### config.mk
export PLATFORM = sky130hd
export DESIGN_NAME = rr_display_arbiter
export DESIGN_NICKNAME = d
export VERILOG_FILES = /design/src/rtl/display_pkg.sv /design/src/rtl/rr_pick.sv /design/src/rtl/rr_display_arbiter.sv
export SDC_FILE = /design/constraint.sdc
export NUM_CORES = 1
export LEC_CHECK = 0
export ABC_AREA = 1
export BUFFER_PORTS_ARGS = -buffer_cell sky130_fd_sc_hd__buf_2
export CORE_ASPECT_RATIO = 1.1
export CORE_UTILIZATION = 30
export CTS_CLUSTER_SIZE = 14
export DETAILED_ROUTE_END_ITERATION = 7
export HOLD_SLACK_MARGIN = 0.12
export SETUP_SLACK_MARGIN = 0.4
export SYNTH_ARGS = -nofsm -noshare
export SYNTH_HDL_FRONTEND = slang
export SYNTH_SLANG_ARGS = --single-unit
### constraint.sdc
create_clock -name clk -period 1.87 [get_ports clk]
set_clock_uncertainty 0.1 [all_clocks]
set_input_delay 0.0935 -clock clk [delete_from_list [all_inputs] [get_ports clk]]
set_output_delay 0.0935 -clock clk [all_outputs]
set_load 0.02 [all_outputs]
### src/rtl/display_pkg.sv
// rtl/display_pkg.sv - shared constants and helpers for the display path
package display_pkg;

    localparam int DISPLAY_DATA_W = 8;

    // Index width that never collapses to zero, so a 1-client build still has a port.
    function automatic int clog2_min1(input int n);
        return (n <= 2) ? 1 : $clog2(n);
    endfunction

endpackage

### src/rtl/rr_pick.sv
// rtl/rr_pick.sv - combinational rotating-priority picker
module rr_pick
    import display_pkg::*;
#(
    parameter int N = 4,
    localparam int PTR_W = clog2_min1(N)
) (
    input  logic [N-1:0]     req,
    input  logic [PTR_W-1:0] ptr,
    output logic [N-1:0]     grant_onehot,
    output logic [PTR_W-1:0] grant_idx,
    output logic             any
);

    logic [2*N-1:0] req2;
    logic [2*N-1:0] masked;

    // Doubling the request vector turns the wrap-around search into a plain
    // lowest-set-bit search over bits at or above ptr.
    always_comb begin
        req2         = {req, req};
        masked       = '0;
        grant_idx    = '0;
        grant_onehot = '0;
        any          = 1'b0;
        for (int j = 0; j < 2 * N; j++) begin
            masked[j] = req2[j] && (j >= int'(ptr));
        end
        for (int j = 2 * N - 1; j >= 0; j--) begin
            if (masked[j]) begin
                any       = 1'b1;
                grant_idx = PTR_W'((j >= N) ? (j - N) : j);
            end
        end
        for (int i = 0; i < N; i++) begin
            grant_onehot[i] = any && (grant_idx == PTR_W'(i));
        end
    end

endmodule

### src/rtl/rr_display_arbiter.sv
// rtl/rr_display_arbiter.sv - round-robin merge of client channels into the display register
module rr_display_arbiter
    import display_pkg::*;
#(
    parameter int NUM_CLIENTS = 4,
    parameter int DATA_W      = DISPLAY_DATA_W,
    localparam int SRC_W      = clog2_min1(NUM_CLIENTS)
) (
    input  logic                          clk,
    input  logic                          rst,
    input  logic [NUM_CLIENTS*DATA_W-1:0] client_data,
    input  logic [NUM_CLIENTS-1:0]        client_valid,
    output logic [NUM_CLIENTS-1:0]        client_ready,
    input  logic [NUM_CLIENTS-1:0]        client_en,
    output logic                          disp_valid,
    input  logic                          disp_ready,
    output logic [DATA_W-1:0]             disp_data,
    output logic [SRC_W-1:0]              disp_src
);

    logic [SRC_W-1:0]       ptr_q, ptr_d;
    logic                   disp_valid_q, disp_valid_d;
    logic [DATA_W-1:0]      disp_data_q, disp_data_d;
    logic [SRC_W-1:0]       disp_src_q, disp_src_d;

    logic [NUM_CLIENTS-1:0] req;
    logic [NUM_CLIENTS-1:0] grant_onehot;
    logic [SRC_W-1:0]       grant_idx;
    logic                   any;
    logic                   load;

    assign req = client_valid & client_en;

    rr_pick #(
        .N (NUM_CLIENTS)
    ) u_pick (
        .req          (req),
        .ptr          (ptr_q),
        .grant_onehot (grant_onehot),
        .grant_idx    (grant_idx),
        .any          (any)
    );

    always_comb begin
        load         = !disp_valid_q || disp_ready;
        ptr_d        = ptr_q;
        disp_valid_d = disp_valid_q;
        disp_data_d  = disp_data_q;
        disp_src_d   = disp_src_q;
        // rst gates the handshake so no client sees a consume while the register is cleared.
        client_ready = (load && any && !rst) ? grant_onehot : '0;
        if (load) begin
            disp_valid_d = any;
            if (any) begin
                disp_data_d = client_data[int'(grant_idx)*DATA_W +: DATA_W];
                disp_src_d  = grant_idx;
                ptr_d       = (int'(grant_idx) == NUM_CLIENTS - 1) ? '0 : grant_idx + SRC_W'(1);
            end
        end
    end

    always_ff @(posedge clk or posedge rst) begin
        if (rst) begin
            ptr_q        <= '0;
            disp_valid_q <= 1'b0;
            disp_data_q  <= '0;
            disp_src_q   <= '0;
        end else begin
            ptr_q        <= ptr_d;
            disp_valid_q <= disp_valid_d;
            disp_data_q  <= disp_data_d;
            disp_src_q   <= disp_src_d;
        end
    end

    assign disp_valid = disp_valid_q;
    assign disp_data  = disp_data_q;
    assign disp_src   = disp_src_q;

endmodule

==> results.tsv, run 1 <==
metric	value	unit
outcome	completed	
route.detailed.drc	0	
initial_utilization	0.320	
final_common_cell	buf_2	
drive_gt1_frac	0.466	
max-clock-path-buffers	2	
finalSetupViolations	0	
io_pins	58	
synth_top_area_frac	0.297	
power_frac_comb	0.593	
gp_congestion	0.790	
grt_setup_unrepaired	true	
finalCriticalPeriod	1820	ps
relSlewSlack	0.830	
dp_hpwl	2010	µm
crit_type	reg -> out	
synth_largest_area_cell	dfrtp_1	
wl	3180	µm
synth_seq_area_share	0.297	
power	1470	µW
hold_path.class	in -> reg	
areaGrowthSynthToFinish	71.3	%
synth_nets	210	
postSynthAreaPerCell	6.71	µm²
die_w	59.6	µm
ys_types	20	
sw_frac_of_total	0.453	
vdd_ir_drop_max	0.000311	V
io_buffers	57	
max_stage_delay	360	ps
endpoint_kind	primary output	
ctsHtreeMaxLevel	1	
syn-instance-count	163	
num_rows	22	
ys_ff_latch	13	
num_vias	1279	
cts.sinks	13	
grt_pass1_wl	5090	µm
antenna_found_initial	0	
required	1680	ps
clkTransAtPathRegs	80	ps
nFillCells	331	
fin_setup_tns	0	ps
power_density	787	mW/mm²
root_buffer	clkbuf_4	
netSwitchingPower	669	µW
critPathMostFrequentCell	nor2_4	
mostFrequentLayoutCells	buf_2, nand2_1, inv_1	
cts_buffers	3	
finalInstanceArea	0.00187	mm²
viasPerCell	4.28	
post_drt_wl_per_cell	10.6	µm
crit_arrival	1630	ps
dpl_cell_area	0.00148	mm²
track_usage	0.174	
drv_cap	0	
clkLatencyLatePin	280	ps
synth.yosys.warnings	0	
tightest_slew	254	ps
fmaxAchievable	0.549	GHz
hold_viol	0	
critPathBufInv	4	
grt_overflow	0	
core	0.00341	mm²
fin_nets	299	
grt_start_max_net_pins	15	
path_max_fanout	5	
fp.dieH	65.3	µm
fin_crit_sh	0.974	
cpLargestDelayFamily	simple AND/OR/NAND/NOR gates	
pwr-share-seq	0.287	
die_area	0.00389	mm²
fin_ws	48.7	ps
ant_nets	0	
cp_slowest_cell	dfrtp_1	
tritoncts	yes	
leakage	0.00104	µW
grt_pass1_vias	1135	
power_frac_clock	0.120	
cp_cell_sequence	inv_1 > nand4_4 > nand2_4 > nor2_4 > inv_4 > ha_4 > inv_2 > nor2_4 > buf_6	
drtIter0Drc	40	
antenna_cells	0	
first_pass_iters	4	
dp_worst_setup_slack	161	ps
netlist_area	0.00109	mm²
yosys-top-cells-area	dfrtp_1, nand2_1, nand3_1	
startpoint_type	register	
slew_violations	0	
internal_power	806	µW
## synthesized netlist by cell type
| cell | instances |
|---|---|
| nand2_1 | 46 |
| inv_1 | 33 |
| nand3_1 | 25 |
| dfrtp_1 | 13 |
| nor2_1 | 9 |
| nand2_2 | 7 |
| ha_1 | 4 |
| inv_2 | 4 |
| o211ai_1 | 4 |
| or2_1 | 4 |
| o21ai_0 | 3 |
| nand2_4 | 2 |
| nor2_4 | 2 |
| buf_12 | 1 |
| buf_6 | 1 |
| clkbuf_1 | 1 |
| nand2_8 | 1 |
| nand4_1 | 1 |
| nand4_4 | 1 |
| nor2_2 | 1 |
## worst paths after layout
path,start,endpoint,slack (ps),cells past startpoint
max,ptr_q[0],client_ready[0],50,9
max in group asynchronous,rst,disp_data[5],1220,4
min in group asynchronous,rst,ptr_q[0],290,4
max reg2reg,ptr_q[0],disp_data[1],150,10
min reg2reg,disp_data[6],disp_data[6],380,2
min,client_data[6],disp_data[6],110,7
## timing repair
action	CTS	global route
pin swaps	14	4
cloned	1	0
setup endpoints to repair	13	14
setup buffers	9	0
gates resized for setup	20	9
hold buffers	18	0
endpoints found under the hold margin	18	0
## registers in the layout, summed over array words and instances (netlist names)
| register | flops |
|---|---|
| disp_data | 8 |
| disp_valid | 1 |
| ptr_q | 2 |
| disp_src | 2 |
## cell families after synthesis
group           after synthesis  synth area share
simple gates                 99             0.457
buf+inv                      40             0.159
flops                        13             0.297
compound gates                7            0.0412
fa+ha+maj                     4            0.0458
## routing by layer
layer  vias up  wire length [µm]  global-route usage  part of all wire
met3         4               143              0.0217             0.045
li1        674                 -                   -                 -
met5         -                 0                   0                 0
met1       559              1450               0.228              0.45
met2        42              1540               0.287              0.49
met4         0                46              0.0669             0.014
## worst register-to-register path, stage by stage (launching register included)
cell and delay, ps:
dfrtp_1 360, inv_1 80, nand4_4 160, nand2_4 60, nor2_4 220, inv_4 90
buf_6 120, buf_6 120, nor2_4 160, nand3_2 110, nand3_2 80
## through the flow
step	utilization	std cells	hold slack, ps
2_1_floorplan	-	163	-114
3_3_place_gp	0.433	267	48.6
5_1_grt	0.549	299	148
6_report	0.549	299	112
4_1_cts	0.536	299	122
3_5_place_dp	0.433	267	44.2
## power groups by stage
| stage | Sequential [µW] | Clock [µW] | Combinational [µW] |
|---|---|---|---|
| final | 423 | 177 | 874 |
| after detailed placement | 427 | 0 | 708 |
| after global routing | 434 | 185 | 967 |
| after floorplan | 525 | 0 | 429 |
| after CTS | 422 | 176 | 842 |
| after global placement | 429 | 0 | 700 |
## cell type report
cell class | count | area (µm²) | area share
Sequential cell | 13 | 325 | 0.174
Tap cell | 48 | 60.1 | 0.0321
Timing Repair Buffer | 86 | 577 | 0.308
Multi-Input combinational cell | 111 | 738 | 0.394
Clock buffer | 4 | 26.3 | 0.0140
Inverter | 37 | 146 | 0.0782
No activity file was read; power rests on OpenSTA's default activity.
==> run 2: changes to the inputs <==
--- a/config.mk
+++ b/config.mk
@@ -12,6 +12,7 @@
 export CTS_CLUSTER_SIZE = 14
 export DETAILED_ROUTE_END_ITERATION = 7
 export HOLD_SLACK_MARGIN = 0.12
+export PLACE_DENSITY = 0.55
 export SETUP_SLACK_MARGIN = 0.4
 export SYNTH_ARGS = -nofsm -noshare
 export SYNTH_HDL_FRONTEND = slang
==> run 2 against run 1 <==
Design area is 0.87% higher. Global-route usage is 0.94 points higher. Die area stayed put. Total power is 1.2% higher. Setup slack better by 21 ps. Largest power group unchanged. Highest routed layer unchanged.
==> results.tsv, run 2 (synthesis results as in run 1) <==
metric	value	unit
whs_path_depth	7	
hold_path.class	in -> reg	
cts.sinks	13	
outcome	completed	
drive_gt1_frac	0.458	
dp_hpwl	2110	µm
max_stage_delay	360	ps
cpLargestDelayFamily	simple AND/OR/NAND/NOR gates	
wl	3290	µm
ff_latch_area	325	µm²
relSlewSlack	0.855	
fin_ws	69.6	ps
min_to	disp_data[3]	
die_w	59.6	µm
required	1680	ps
track_usage	0.183	
fin_cells	301	
endpoint_kind	primary output	
cp_slowest_cell	dfrtp_1	
root_buffer	clkbuf_4	
dp_worst_setup_slack	140	ps
finalInstanceArea	0.00189	mm²
hold_viol	0	
holdWs	139	ps
fin_crit_sh	0.963	
areaGrowthSynthToFinish	72.8	%
ff2ff_setup_slack	100	ps
tightest_slew	216	ps
nFillCells	359	
clkTransAtPathRegs	80	ps
multi_input_area	731	µm²
finalCriticalPeriod	1800	ps
post_drt_wl_per_cell	10.9	µm
crit_arrival	1610	ps
reg2reg_depth	10	
final_common_cell	buf_2	
hp-start	client_data[11]	
grt_setup_unrepaired	true	
r2r_start	ptr_q[1]	
utilization	0.554	
vdd_ir_drop_max	0.000317	V
io_pins	58	
critPathBufInv	4	
gp_congestion	0.793	
power_density	790	mW/mm²
dpl_cell_area	0.00148	mm²
startpoint_type	register	
tritoncts	yes	
mostFrequentLayoutCells	buf_2, nand2_1, inv_1	
first_pass_iters	4	
drv_cap	0	
ant_nets	0	
clkLatencyLatePin	280	ps
die_area	0.00389	mm²
ctsHtreeMaxLevel	1	
antenna_found_initial	0	
num_rows	22	
fin_nets	301	
io_buffers	57	
path_max_fanout	4	
num_vias	1309	
cp_cell_sequence	inv_2 > nand4_4 > nand2_4 > nor2_4 > inv_4 > ha_4 > inv_2 > nor2_4 > buf_6	
crit_type	reg -> out	
initial_utilization	0.320	
fp.dieH	65.3	µm
max-clock-path-buffers	2	
drtIter0Drc	30	
dp.cells	267	
grt_start_max_net_pins	15	
slew_violations	0	
largest_reg_flops	8	
fmaxAchievable	0.555	GHz
core	0.00341	mm²
finalSetupViolations	0	
cts_buffers	3	
viasPerCell	4.35	
antenna_cells	0	
leakage	0.00103	µW
route.detailed.drc	0	
grt_overflow	0	
grt_pass1_vias	1223	
grt_pass1_wl	5340	µm
rr_endpoint	disp_data[1]	
[run 2: layout make-up]
type	instances	share of cell area
Multi-Input combinational cell	111	0.387
Timing Repair Buffer	88	0.318
Sequential cell	13	0.172
Inverter	37	0.0775
Tap cell	48	0.0318
Clock buffer	4	0.0139
[run 2: how the worst max path moves through the flow]
| stage | from | endpoint | cells past startpoint |
|---|---|---|---|
| floorplan | ptr_q[1] | ptr_q[1] | 8 |
| global placement | ptr_q[1] | client_ready[0] | 9 |
| detailed placement | ptr_q[1] | client_ready[0] | 9 |
| CTS | ptr_q[1] | client_ready[1] | 10 |
| global route | ptr_q[0] | client_ready[1] | 10 |
| finish | ptr_q[1] | client_ready[1] | 9 |
[run 2: where the power goes]
part / total (µW) / internal (µW) / switching, µW
Combinational: 892 / 361 / 531
Sequential: 424 / 374 / 49.8
Clock: 176 / 82.7 / 93.4
[run 2: timing repair]
| action | CTS | global route |
|---|---|---|
| gates resized for setup | 14 | 17 |
| pin swaps | 7 | 14 |
| cloned | 1 | 0 |
| endpoints found under the setup margin | 13 | 14 |
| hold buffers | 20 | 0 |
| setup buffers | 8 | 1 |
| endpoints found under the hold margin | 19 | 0 |
[run 2: metrics by stage]
| stage | setup TNS [ps] | total power [µW] |
|---|---|---|
| 2_1_floorplan | 0 | 954 |
| 3_3_place_gp | 0 | 1140 |
| 3_5_place_dp | 0 | 1140 |
| 4_1_cts | 0 | 1430 |
| 5_1_grt | -37.0 | 1620 |
| 6_report | 0 | 1490 |
[run 2: metal layers]
layer	wire length [µm]	up-vias	global-route usage
li1	-	680	-
met1	1330	580	0.217
met2	1740	41	0.316
met3	149	8	0.0354
met4	76	0	0.0785
met5	0	-	0
[run 2: worst reg2reg max path: stages, from the launching register on]
cell	delay, ps
dfrtp_1	390
inv_2	100
nand4_4	190
nand2_4	130
nor2_4	60
buf_4	140
buf_6	110
buf_6	120
nor2_4	160
o211ai_1	120
nand3_1	90
==> run 3: changes to the inputs <==
--- a/config.mk
+++ b/config.mk
@@ -12,8 +12,9 @@
 export CTS_CLUSTER_SIZE = 14
 export DETAILED_ROUTE_END_ITERATION = 7
 export HOLD_SLACK_MARGIN = 0.12
-export PLACE_DENSITY = 0.55
+export PLACE_DENSITY = 0.54
 export SETUP_SLACK_MARGIN = 0.4
 export SYNTH_ARGS = -nofsm -noshare
 export SYNTH_HDL_FRONTEND = slang
+export SYNTH_HIERARCHICAL = 1
 export SYNTH_SLANG_ARGS = --single-unit
==> run 3 against run 2 <==
Design area down 6.4%. Synthesized cell count is 18% higher. Combinational power is 4.1% higher. Register-to-register slack better by 150 ps. Synthesized area up 11%. Die area increased by 11%. First-iteration DRC count up 20%. Sequential share of layout area increased by 1.2 points. Total power rose by 8.2%. Cell count up 3.3%. Non-clock buffer count shrank 18. Sequential cell count unchanged.
==> results.tsv, run 3 <==
metric	value	unit
synth_flop_cell	dfrtp_1	
endpoint_kind	primary output	
drtIter0Drc	36	
clkLatencyLatePin	240	ps
core	0.00374	mm²
startpoint_type	register	
finalSetupViolations	0	
gp_congestion	0.807	
drv_cap	0	
netlist_area	0.00121	mm²
root_buffer	clkbuf_8	
num_vias	1285	
die_w	62.6	µm
synth_top_area_frac	0.268	
final_common_cell	nand2_1	
synth.yosys.warnings	6	
r2r_start	ptr_q[1]	
rr_endpoint	ptr_q[1]	
yosys-top-cells-area	dfrtp_1, nand2_1, inv_1	
ys_types	21	
track_usage	0.153	
ff2ff_setup_slack	250	ps
drive_gt1_frac	0.429	
num_rows	23	
outcome	completed	
dp.cells	298	
finalCriticalPeriod	1650	ps
crit_type	reg -> out	
ctsHtreeMaxLevel	1	
fin_cells	311	
initial_utilization	0.324	
post_drt_wl_per_cell	9.91	µm
syn-instance-count	193	
holdWs	139	ps
wl	3080	µm
utilization	0.473	
leakage	0.00111	µW
hold_path.class	in -> reg	
first_pass_iters	4	
fin_crit_sh	0.882	
route.detailed.drc	0	
slew_violations	0	
fin_setup_tns	0	ps
yosysMostFrequentCell	nand2_1	
die_area	0.00430	mm²
crit_arrival	1460	ps
min_to	disp_data[0]	
largest_reg_flops	8	
max-clock-path-buffers	2	
fp.dieH	68.7	µm
hp-start	client_data[16]	
cts.sinks	13	
mostFrequentLayoutCells	nand2_1, buf_2, inv_1	
synth_seq_area_share	0.268	
grt_setup_unrepaired	true	
dp_hpwl	2300	µm
whs_path_depth	7	
fin_nets	306	
path_max_fanout	4	
antenna_cells	0	
tritoncts	yes	
synth_nets	237	
grt_overflow	0	
required	1680	ps
synth_largest_area_cell	dfrtp_1	
vdd_ir_drop_max	0.000385	V
synth_edf_count	0	
hold_viol	0	
relSlewSlack	0.864	
ys_ff_latch	13	
grt_pass1_vias	1253	
synth-async-reset-ratio	1.00	
fmaxAchievable	0.606	GHz
cts_buffers	3	
clkTransAtPathRegs	60	ps
antenna_found_initial	0	
grt_start_max_net_pins	19	
synth_common_cells	nand2_1, inv_1, dfrtp_1	
power	1610	µW
grt_pass1_wl	5130	µm
power_density	912	mW/mm²
io_buffers	57	
ant_nets	0	
io_pins	58	
areaGrowthSynthToFinish	45.9	%
postSynthAreaPerCell	6.28	µm²
tightest_slew	203	ps
reg2reg_depth	8	
viasPerCell	4.13	
==> run 3: changes by cell type in the layout (fill, tap and decap cells not counted), moves of 4 or more <==
cell           delta
buf_6             -4
dlygate4sd3_1    -18
inv_1            +17
inv_2             -6
nand2_1          +32
nand3_1          -14
nand3_2           +8
nor2_4            -4
o211ai_1          -4
==> run 3: layout make-up <==
cell class | instances | area (µm²)
multi-input cells | 125 | 673
inverters | 49 | 228
well taps | 50 | 62.6
fillers | 416 | 1970
clock buffers | 4 | 45.0
flip-flops and latches | 13 | 325
repair buffers | 70 | 435
==> run 3: logic make-up (layout without fill, tap and decap cells) <==
family | after synthesis | in the layout | share of synthesized area
AO/OA/AOI/OAI | 4 | 4 | 0.0206
adder cells (fa/ha/maj) | 1 | 1 | 0.0103
buffers and inverters | 55 | 123 | 0.232
flip-flops | 13 | 13 | 0.268
AND/OR/NAND/NOR | 120 | 120 | 0.469
==> run 3: report_power, final <==
part | switching, µW | leakage, µW | internal [µW]
sequential | 62.4 | 0.000157 | 375
combinational | 539 | 0.000926 | 389
clock | 98.0 | 0.0000228 | 150
==> run 3: stage by stage <==
step | setup slack [ps] | area [µm²]
after CTS | 206 | 1670
after detailed placement | 126 | 1530
final | 221 | 1770
after global placement | 189 | 1530
after floorplan | 366 | 1220
after global routing | 99.9 | 1770
==> run 3: worst max path at each step <==
stage	startpoint	end	slack, ps	cells past startpoint
6_report	ptr_q[1]	client_ready[0]	220	10
3_5_place_dp	ptr_q[1]	disp_data[6]	130	10
2_1_floorplan	ptr_q[1]	disp_data[1]	370	11
3_3_place_gp	ptr_q[1]	disp_data[6]	190	10
4_1_cts	ptr_q[1]	client_ready[0]	210	10
5_1_grt	ptr_q[1]	client_ready[0]	100	10
==> run 3: timing repair <==
action                                 CTS  global route
setup endpoints to repair               16            16
hold buffers                             2             0
endpoints found under the hold margin   14             0
cloned                                   0             1
gates resized for setup                 13            21
setup buffers                            3             3
pin swaps                                7            17
==> run 3: per-layer routing <==
layer / up-vias / GRT usage / wire length [µm]
li1: 689 / - / -
met1: 556 / 0.163 / 1350
met2: 38 / 0.310 / 1570
met3: 2 / 0.0296 / 151
met4: 0 / 0.0436 / 6
met5: - / 0 / 0
==> run 3: worst max-delay path, cell delays in order (launching register included) <==
cell	delay, ps
dfrtp_1	400
nand2_1	80
nand2_2	80
nand2_2	70
nand2_2	60
nand2_4	110
nand2_1	60
nor2_1	90
inv_1	40
nor2_1	80
buf_4	150
